## config.mk

```make
export PLATFORM = sky130hd
export DESIGN_NAME = cpu_step_ctrl_flat
export DESIGN_NICKNAME = d
export VERILOG_FILES = /design/src/rtl/cpu_step_ctrl_if.sv /design/src/rtl/cpu_step_ctrl.sv /design/src/flat_wrapper.sv
export SDC_FILE = /design/constraint.sdc
export NUM_CORES = 1
export LEC_CHECK = 0
export ABC_CLOCK_PERIOD_IN_PS = 3000
export CORE_ASPECT_RATIO = 1.25
export CORE_MARGIN = 2
export CORE_UTILIZATION = 50
export DETAILED_ROUTE_END_ITERATION = 10
export PLACE_DENSITY_LB_ADDON = 0.08
export SETUP_SLACK_MARGIN = 0.5
export SLEW_MARGIN = 15
export SYNTH_ARGS = -nofsm -noshare
export SYNTH_HDL_FRONTEND = slang
export SYNTH_SLANG_ARGS = --single-unit
```

## constraint.sdc

```tcl
create_clock -name clk_src -period 3 [get_ports clk_src]
set_clock_uncertainty 0.05 [all_clocks]
set_input_delay 0.3 -clock clk_src [delete_from_list [all_inputs] [get_ports clk_src]]
set_output_delay 0.3 -clock clk_src [all_outputs]
set_load 0.03 [all_outputs]
```

## src/rtl/cpu_step_ctrl_if.sv

```systemverilog
// Button inputs and CPU-enable outputs of the step controller.
// The board/bench side uses the master modport; the controller uses the slave modport.
interface cpu_step_ctrl_if #(
  parameter int CNT_W = 16
);
  logic             btn_mode;
  logic             btn_step;
  logic             cpu_ce;
  logic             running;
  logic [CNT_W-1:0] ce_count;

  modport master (
    output btn_mode,
    output btn_step,
    input  cpu_ce,
    input  running,
    input  ce_count
  );

  modport slave (
    input  btn_mode,
    input  btn_step,
    output cpu_ce,
    output running,
    output ce_count
  );
endinterface

```

## src/rtl/cpu_step_ctrl.sv

```systemverilog
// Clock-enable controller for the pipeline CPU: periodic enables in RUN, one enable per
// debounced step press in PAUSE, plus a wrapping count of issued enables.
module cpu_step_ctrl #(
  parameter int DIV_MAX         = 33554431,
  parameter int DEBOUNCE_CYCLES = 480000,
  parameter int CNT_W           = 16
) (
  input  logic            clk_src,
  input  logic            reset,
  cpu_step_ctrl_if.slave  bus
);

  localparam int DIV_W = $clog2(DIV_MAX + 1);
  localparam int DB_W  = $clog2(DEBOUNCE_CYCLES + 1);
  localparam logic [DIV_W-1:0] DIV_LAST = DIV_W'(DIV_MAX);
  localparam logic [DB_W-1:0]  DB_LAST  = DB_W'(DEBOUNCE_CYCLES - 1);

  typedef enum logic [1:0] {
    ST_RUN   = 2'd0,
    ST_PAUSE = 2'd1,
    ST_STEP  = 2'd2
  } state_t;

  // Button lanes: index 0 is mode, index 1 is step.
  logic [1:0]       raw_s;
  logic [1:0]       sync1_r;
  logic [1:0]       sync2_r;
  logic [1:0]       deb_r;
  logic [1:0]       deb_d_r;
  logic [1:0]       press_r;
  logic [DB_W-1:0]  db_cnt_r [2];

  state_t           state_r;
  logic [DIV_W-1:0] div_r;
  logic             cpu_ce_r;
  logic             running_r;
  logic [CNT_W-1:0] ce_count_r;
  logic             ce_next_s;
  logic             mode_press_s;
  logic             step_press_s;

  assign raw_s        = {bus.btn_step, bus.btn_mode};
  assign mode_press_s = press_r[0];
  assign step_press_s = press_r[1];

  // Synchronise, debounce and edge-detect both buttons.
  always_ff @(posedge clk_src) begin
    if (reset) begin
      sync1_r <= 2'b00;
      sync2_r <= 2'b00;
      deb_r   <= 2'b00;
      deb_d_r <= 2'b00;
      press_r <= 2'b00;
      for (int i = 0; i < 2; i++) begin
        db_cnt_r[i] <= '0;
      end
    end else begin
      sync1_r <= raw_s;
      sync2_r <= sync1_r;
      deb_d_r <= deb_r;
      press_r <= deb_r & ~deb_d_r;
      for (int i = 0; i < 2; i++) begin
        if (sync2_r[i] != deb_r[i]) begin
          if (db_cnt_r[i] == DB_LAST) begin
            deb_r[i]    <= sync2_r[i];
            db_cnt_r[i] <= '0;
          end else begin
            db_cnt_r[i] <= db_cnt_r[i] + DB_W'(1);
          end
        end else begin
          db_cnt_r[i] <= '0;
        end
      end
    end
  end

  // Enable to be registered this edge; also drives the counter increment.
  always_comb begin
    ce_next_s = 1'b0;
    if (state_r == ST_STEP) begin
      ce_next_s = 1'b1;
    end else begin
      ce_next_s = (state_r == ST_RUN) && (div_r == DIV_LAST);
    end
  end

  // RUN/PAUSE/STEP state machine with divider and registered outputs.
  always_ff @(posedge clk_src) begin
    if (reset) begin
      state_r    <= ST_RUN;
      div_r      <= '0;
      cpu_ce_r   <= 1'b0;
      running_r  <= 1'b1;
      ce_count_r <= '0;
    end else begin
      cpu_ce_r <= ce_next_s;
      if (ce_next_s) begin
        ce_count_r <= ce_count_r + CNT_W'(1);
      end
      case (state_r)
        ST_RUN: begin
          if (mode_press_s) begin
            state_r   <= ST_PAUSE;
            div_r     <= '0;
            running_r <= 1'b0;
          end else begin
            div_r     <= (div_r == DIV_LAST) ? '0 : div_r + DIV_W'(1);
            running_r <= 1'b1;
          end
        end
        ST_PAUSE: begin
          div_r <= '0;
          // Mode has priority over a simultaneous step press.
          if (mode_press_s) begin
            state_r   <= ST_RUN;
            running_r <= 1'b1;
          end else if (step_press_s) begin
            state_r   <= ST_STEP;
            running_r <= 1'b0;
          end else begin
            running_r <= 1'b0;
          end
        end
        ST_STEP: begin
          state_r   <= ST_PAUSE;
          div_r     <= '0;
          running_r <= 1'b0;
        end
        default: begin
          state_r   <= ST_PAUSE;
          div_r     <= '0;
          running_r <= 1'b0;
        end
      endcase
    end
  end

  assign bus.cpu_ce   = cpu_ce_r;
  assign bus.running  = running_r;
  assign bus.ce_count = ce_count_r;

endmodule
```

## src/flat_wrapper.sv

```systemverilog
// flat-port wrapper written by rule: the top's interface ports become plain ports
module cpu_step_ctrl_flat 
#(
  parameter int DIV_MAX         = 33554431,
  parameter int DEBOUNCE_CYCLES = 480000,
  parameter int CNT_W           = 16
)
  (clk_src, reset, bus_btn_mode, bus_btn_step, bus_cpu_ce, bus_running, bus_ce_count);
  cpu_step_ctrl_if #(.CNT_W(CNT_W)) bus_i ();
  input  logic clk_src;
  input  logic reset;
  input wire logic [$bits(bus_i.btn_mode)-1:0] bus_btn_mode;
  input wire logic [$bits(bus_i.btn_step)-1:0] bus_btn_step;
  output wire logic [$bits(bus_i.cpu_ce)-1:0] bus_cpu_ce;
  output wire logic [$bits(bus_i.running)-1:0] bus_running;
  output wire logic [$bits(bus_i.ce_count)-1:0] bus_ce_count;
  assign bus_i.btn_mode = bus_btn_mode;
  assign bus_i.btn_step = bus_btn_step;
  assign bus_cpu_ce = bus_i.cpu_ce;
  assign bus_running = bus_i.running;
  assign bus_ce_count = bus_i.ce_count;
  cpu_step_ctrl #(.DIV_MAX(DIV_MAX), .DEBOUNCE_CYCLES(DEBOUNCE_CYCLES), .CNT_W(CNT_W)) u_core (.clk_src(clk_src), .reset(reset), .bus(bus_i));
endmodule
```

**Word-level counts from Yosys, hierarchy flattened**

Memories as Yosys holds them, arrays and structs flattened.
Cells that the tools add are included.
W data, S select, Z words.

- Bits in registers: 55
- Bits in writable memories: 38
- Output and inout bits: 18
- Memories: 1

- Add/sub/neg operators: 4
- Equality and inequality tests: 9
- Muxes and demuxes: 38
- Bitwise logic cells: 9
- Reduce and logical (&&, ||, !) cells: 6

Memory list:

| memory | words | width | rd ports | clocked after Yosys merged registers in | write ports | line | source |
|---|---|---|---|---|---|---|---|
| u_core.db_cnt_r | 2 | 19 | 2 | 0 | 2 | cpu_step_ctrl.sv:31 | `logic [DB_W-1:0] db_cnt_r [2];` |

Operators with widths:

| operator | number |
|---|---|
| $mux W19 | 6 |
| $add A19 B1 Y19 const B | 2 |
| $eq A19 B19 Y1 const B | 2 |
| $mux W1 | 27 |
| $add A25 B1 Y25 const B | 1 |
| $eq A25 B25 Y1 const B | 1 |
| $add A16 B1 Y16 const B | 1 |
| $mux W2 | 3 |
| $or A1 B1 Y1 | 6 |
| $reduce_and A2 Y1 | 3 |
| $pmux W2 S2 | 1 |
| $reduce_or A4 Y1 | 1 |
| $ne A3 B1 Y1 const B | 1 |
| $and A2 B2 Y2 | 1 |
| $eq A2 B1 Y1 const B | 1 |
| $eq A2 B2 Y1 const B | 1 |
| $logic_not A2 Y1 | 1 |
| $ne A1 B1 Y1 | 2 |
| $ne A2 B1 Y1 const B | 1 |
| $not A2 Y2 | 1 |
| $pmux W1 S2 | 1 |
| $logic_and A1 B1 Y1 | 1 |
| $not A1 Y1 | 1 |

**Longest topological paths before layout**

- Word-level depth: 8
- Depth in mapped cells: 8

**Worst setup path after synthesis**

No wires, ideal clock.

- Kind: flip-flop to flip-flop
- Start: memory u_core.db_cnt_r[1][0] in the netlist's numbering
- End: memory u_core.db_cnt_r[1][12] in the netlist's numbering (data pin)
- Library setup time: 0.254 ns
- Arrival time: 1.847 ns
- Slack: 0.848 ns
- Cell stages (with the launch flop): 8
- Period minus slack after synthesis: 2.152 ns
- Cell sequence: edfxtp_1 -> ha_1 -> nand2_1 -> or2_2 -> or4_4 -> nand2_2 -> buf_4 -> nor2_1

RTL lines:

| element | line |
|---|---|
| from (decl) | cpu_step_ctrl.sv:31 |

==> impl_metrics.sql <==
INSERT INTO impl_metrics (metric_group, metric, value, unit) VALUES
('outcome', 'outcome', 'completed', ''),
('global_routing', 'grt_pass1_wl', '12.50', 'mm'),
('layout', 'regArea', '2242', 'um2'),
('layout', 'layout.filler_cells', '732', ''),
('global_routing', 'grt_util_all_layers', '16.71', '%'),
('synth', 'synth_enable_flop_cells', '38', ''),
('sta', 'final_count_of_pins_violating_max_slew', '0', ''),
('min_path', 'min-delay-start', 'u_core.deb_d_r[1]', ''),
('clock_network', 'cts-root-to-sink-buffers', '2', ''),
('critical_path', 'crit_path_max_fanout', '19', ''),
('critical_path', 'critical_path_startpoint_category', 'register', ''),
('global_routing', 'grt_antenna_before_repair', '0', ''),
('die', 'die_outline_area', '9321', 'um2'),
('sta', 'setup_tns', '0', 'ns'),
('clock_network', 'clock-sinks', '93', ''),
('synth', 'ys_warn_count', '0', ''),
('route', 'drtPass1Iterations', '4', ''),
('die', 'fp.dieW', '86.76', 'um'),
('die', 'io_pins', '22', ''),
('clock_network', 'clkTransAtPathRegs', '0.08', 'ns'),
('sta', 'timing_worst_slew_pin_value', '0.7143', 'ns'),
('global_routing', 'grt_overflow_total', '0', ''),
('global_routing', 'grt_pass1_vias', '2946', ''),
('critical_path', 'worst_setup_path_end_kind', 'register', ''),
('place', 'routabilityCongestion', '0.7393', ''),
('layout', 'multi_input_area', '2088', 'um2'),
('place', 'place.detailed.hpwl', '4.948', 'mm'),
('layout', 'finish.net_count', '508', ''),
('route', 'totalWireLength', '7.301', 'mm'),
('synth', 'netlist_top_cells_area', 'sky130_fd_sc_hd__edfxtp_1 (27%), sky130_fd_sc_hd__dfxtp_1 (26%), sky130_fd_sc_hd__xor2_1 (7.2%), sky130_fd_sc_hd__nor2_1 (7.0%), sky130_fd_sc_hd__xnor2_1 (5.1%)', ''),
('route', 'drt-initial-drc-count', '110', ''),
('synth', 'ys_types', '38', ''),
('synth', 'synthesis.area', '4280', 'um2'),
('synth', 'synth_top_cell_area_share', '26.66', '%'),
('clock_network', 'cts_repair_resize_count', '0', ''),
('place', 'portBuffers', '21', ''),
('synth', 'synth_seq_cells', '93', ''),
('critical_path', 'crit_arrival', '2.34', 'ns'),
('clock_network', 'clock_tree_from_tritoncts', 'built', ''),
('synth', 'yosysSeqAreaShare', '52.38', '%'),
('sta', 'unrepaired_setup_endpoints_after_global_routing', 'false', ''),
('critical_path', 'crit_required', '3.03', 'ns'),
('sta', 'period_share', '77.01', '%'),
('clock_network', 'ctsHoldBuffers', '0', ''),
('sta', 'max_clock_freq', '0.4329', 'GHz'),
('route', 'number_of_design_rule_violations_left_after_detail_routing', '0', ''),
('sta', 'worst_slew_margin_rel', '51.94', '%'),
('die', 'site_rows', '37', ''),
('die', 'initial_utilization', '51.65', '%'),
('sta', 'final_number_of_hold_violating_endpoints', '0', ''),
('power_and_ir_drop', 'p_leak', '1.688', 'nW'),
('synth', 'synth_cells', '438', ''),
('layout', 'antenna_cells_inserted', '0', ''),
('clock_network', 'tritoncts.num_buffers', '9', ''),
('layout', 'layoutNonFillerInstCount', '602', ''),
('layout', 'layout-drive-gt1-share', '4.950', '%'),
('sta', 'final-setup-viol-count', '0', ''),
('die', 'design.core.area', '8287', 'um2'),
('power_and_ir_drop', 'max-vdd-ir-drop', '269.1', 'uV'),
('route', 'avgRoutedWirePerCell', '12.13', 'um'),
('global_routing', 'grt_start_max_net_pins', '32', ''),
('power_and_ir_drop', 'power-per-cell-area', '434.7', 'nW/um2'),
('critical_path', 'critical_path.startpoint', 'u_core.db_cnt_r[0][2]', ''),
('run', 'timing.max_cap.violations', '0', ''),
('min_path', 'hold_path_class', 'register to register', ''),
('die', 'y_dimension_of_the_die', '107.4', 'um'),
('route', 'detailroute.via_count', '3182', ''),
('synth', 'synth.avg_cell_area', '9.772', 'um2'),
('synth', 'synth_top_area_cell', 'sky130_fd_sc_hd__edfxtp_1', ''),
('critical_path', 'r2r_start', 'u_core.db_cnt_r[0][2]', ''),
('clock_network', 'cts_root_buf', 'sky130_fd_sc_hd__clkbuf_8', ''),
('route', 'drtAntennaViolNets', '0', ''),
('clock_network', 'clk_latency', '0.35', 'ns'),
('route', 'detail_route.vias_per_cell', '5.286', ''),
('synth', 'synthArstFlopShare', '0', '%'),
('power_and_ir_drop', 'overall_power_of_the_completed_layout', '2.132', 'mW'),
('synth', 'synth-main-ff-cell', 'sky130_fd_sc_hd__dfxtp_1', ''),
('clock_network', 'cts_max_level', '3', ''),
('sta', 'min_period', '2.310', 'ns'),
('layout', 'areaGrowthSynthToFinish', '14.59', '%'),
('critical_path', 'setup.worst_path.class', 'register to register', ''),
('place', 'numPlacedInstances', '584', '');
kinds of logic after synthesis:
group | Yosys count | synth area share (%)
xor+xnor | 60 | 12.28
compound gates | 33 | 4.589
mux | 3 | 0.7016
simple gates | 221 | 26.54
other cells | 1 | 0.08761
flops | 93 | 52.38
buf+inv | 23 | 2.251
fa+ha+maj | 4 | 1.169
sequential cells by signal (all words and copies together), names as in the netlist:
name,cells
u_core.bus.cpu_ce,1
u_core.sync1_r,2
u_core.press_r,2
u_core.db_cnt_r,38
u_core.deb_r,2
u_core.div_r,25
u_core.bus.ce_count,16
u_core.state_r,2
u_core.bus.running,1
u_core.deb_d_r,2
u_core.sync2_r,2
final cells by class:
type,count,share of cell area [%]
Clock inverter,3,0.2806
Clock buffer,13,2.832
Sequential cell,93,45.71
Timing Repair Buffer,27,5.357
Inverter,10,0.7653
Multi-Input combinational cell,359,42.58
Tap cell,97,2.474
cell usage in the layout, fill, tap and decap left out, types with 2 or more instances in the layout:
cell                              count
sky130_fd_sc_hd__nand4b_1             2
sky130_fd_sc_hd__clkbuf_8             9
sky130_fd_sc_hd__xor2_1              35
sky130_fd_sc_hd__edfxtp_1            38
sky130_fd_sc_hd__nor2b_1              8
sky130_fd_sc_hd__nor2_1              80
sky130_fd_sc_hd__nor3b_1              2
sky130_fd_sc_hd__inv_1               10
sky130_fd_sc_hd__or2_2                2
sky130_fd_sc_hd__nand4_1             14
sky130_fd_sc_hd__or4_1               10
sky130_fd_sc_hd__buf_4                5
sky130_fd_sc_hd__a21oi_1             17
sky130_fd_sc_hd__and4_1               7
sky130_fd_sc_hd__nor3_1               6
sky130_fd_sc_hd__xnor2_1             25
sky130_fd_sc_hd__conb_1              38
sky130_fd_sc_hd__and2_1               3
sky130_fd_sc_hd__nor4_1               7
sky130_fd_sc_hd__clkbuf_1             4
sky130_fd_sc_hd__or3_1                8
sky130_fd_sc_hd__clkdlybuf4s50_1     21
sky130_fd_sc_hd__o21ai_0              4
sky130_fd_sc_hd__nand4_2              2
sky130_fd_sc_hd__clkinv_2             2
sky130_fd_sc_hd__mux2i_1              3
sky130_fd_sc_hd__and3_1              10
sky130_fd_sc_hd__dfxtp_1             55
sky130_fd_sc_hd__nand2_1             26
sky130_fd_sc_hd__ha_1                 4
sky130_fd_sc_hd__o31ai_1             10
sky130_fd_sc_hd__nand3_1             29
stage by stage:
step | utilization (%) | area, um2 | setup WS (ns) | hold WS [ns]
6_report | 59.19 | 4905 | 0.6897 | 0.3308
5_1_grt | 59.19 | 4905 | 0.5428 | 0.3409
4_1_cts | 58.92 | 4882 | 0.5515 | 0.3326
3_5_place_dp | 57.07 | 4730 | 0.5837 | 0.3252
3_3_place_gp | 57.07 | 4730 | 0.6459 | 0.3230
2_1_floorplan | - | 4419 | 0.8484 | 0.3174
cells in the mapped netlist (2+ instances only):
master	count
sky130_fd_sc_hd__o31ai_1	10
sky130_fd_sc_hd__or2_2	2
sky130_fd_sc_hd__nor3b_1	2
sky130_fd_sc_hd__nor3_1	6
sky130_fd_sc_hd__nor2b_1	8
sky130_fd_sc_hd__buf_2	5
sky130_fd_sc_hd__xor2_1	35
sky130_fd_sc_hd__xnor2_1	25
sky130_fd_sc_hd__nand4_2	2
sky130_fd_sc_hd__mux2i_1	3
sky130_fd_sc_hd__clkbuf_1	6
sky130_fd_sc_hd__a21oi_1	17
sky130_fd_sc_hd__or4_1	10
sky130_fd_sc_hd__dfxtp_1	55
sky130_fd_sc_hd__or3_1	8
sky130_fd_sc_hd__nor4_1	7
sky130_fd_sc_hd__and2_1	3
sky130_fd_sc_hd__nor2_1	80
sky130_fd_sc_hd__ha_1	4
sky130_fd_sc_hd__o21ai_0	4
sky130_fd_sc_hd__and4_1	7
sky130_fd_sc_hd__nand4b_1	2
sky130_fd_sc_hd__nand4_1	14
sky130_fd_sc_hd__and3_1	10
sky130_fd_sc_hd__nand2_1	26
sky130_fd_sc_hd__inv_1	10
sky130_fd_sc_hd__edfxtp_1	38
sky130_fd_sc_hd__nand3_1	29
worst max-delay path: stages, from the launching register on:
cell,delay [ns]
sky130_fd_sc_hd__edfxtp_1,0.43
sky130_fd_sc_hd__and4_4,0.28
sky130_fd_sc_hd__and4_1,0.39
sky130_fd_sc_hd__and3_1,0.25
sky130_fd_sc_hd__or3_1,0.53
sky130_fd_sc_hd__nor2_1,0.12
power breakdown:
part	leakage (nW)	total (mW)	switching [mW]	internal, mW
clock	0.0788	0.697	0.400	0.298
sequential	0.836	1.37	0.0261	1.34
combinational	0.773	0.0669	0.0400	0.0269
total	1.69	2.13	0.466	1.67
worst paths after layout:
| path | cells after the start | slack, ns | end |
|---|---|---|---|
| worst max-delay path | 5 | 0.69 | u_core.db_cnt_r[0][16] |
| worst min-delay path | 1 | 0.33 | u_core.press_r[1] |
| worst max register to register | 5 | 0.69 | u_core.db_cnt_r[0][16] |
| worst min register to register | 1 | 0.33 | u_core.press_r[1] |
routing by layer:
| layer | vias up | track usage (%) | wire length (um) |
|---|---|---|---|
| li1 | 1629 | - | - |
| met1 | 1510 | 21.33 | 3567 |
| met2 | 34 | 26.98 | 3428 |
| met3 | 9 | 4.064 | 180 |
| met4 | 0 | 6.920 | 125 |
| met5 | - | 0 | 0 |
timing repair:
action / in CTS / in global routing
buffers inserted: 0 / 1
hold endpoints to repair: 0 / 0
setup endpoints to repair: 0 / 1
Note: power is estimated with default switching activity, not from simulation.
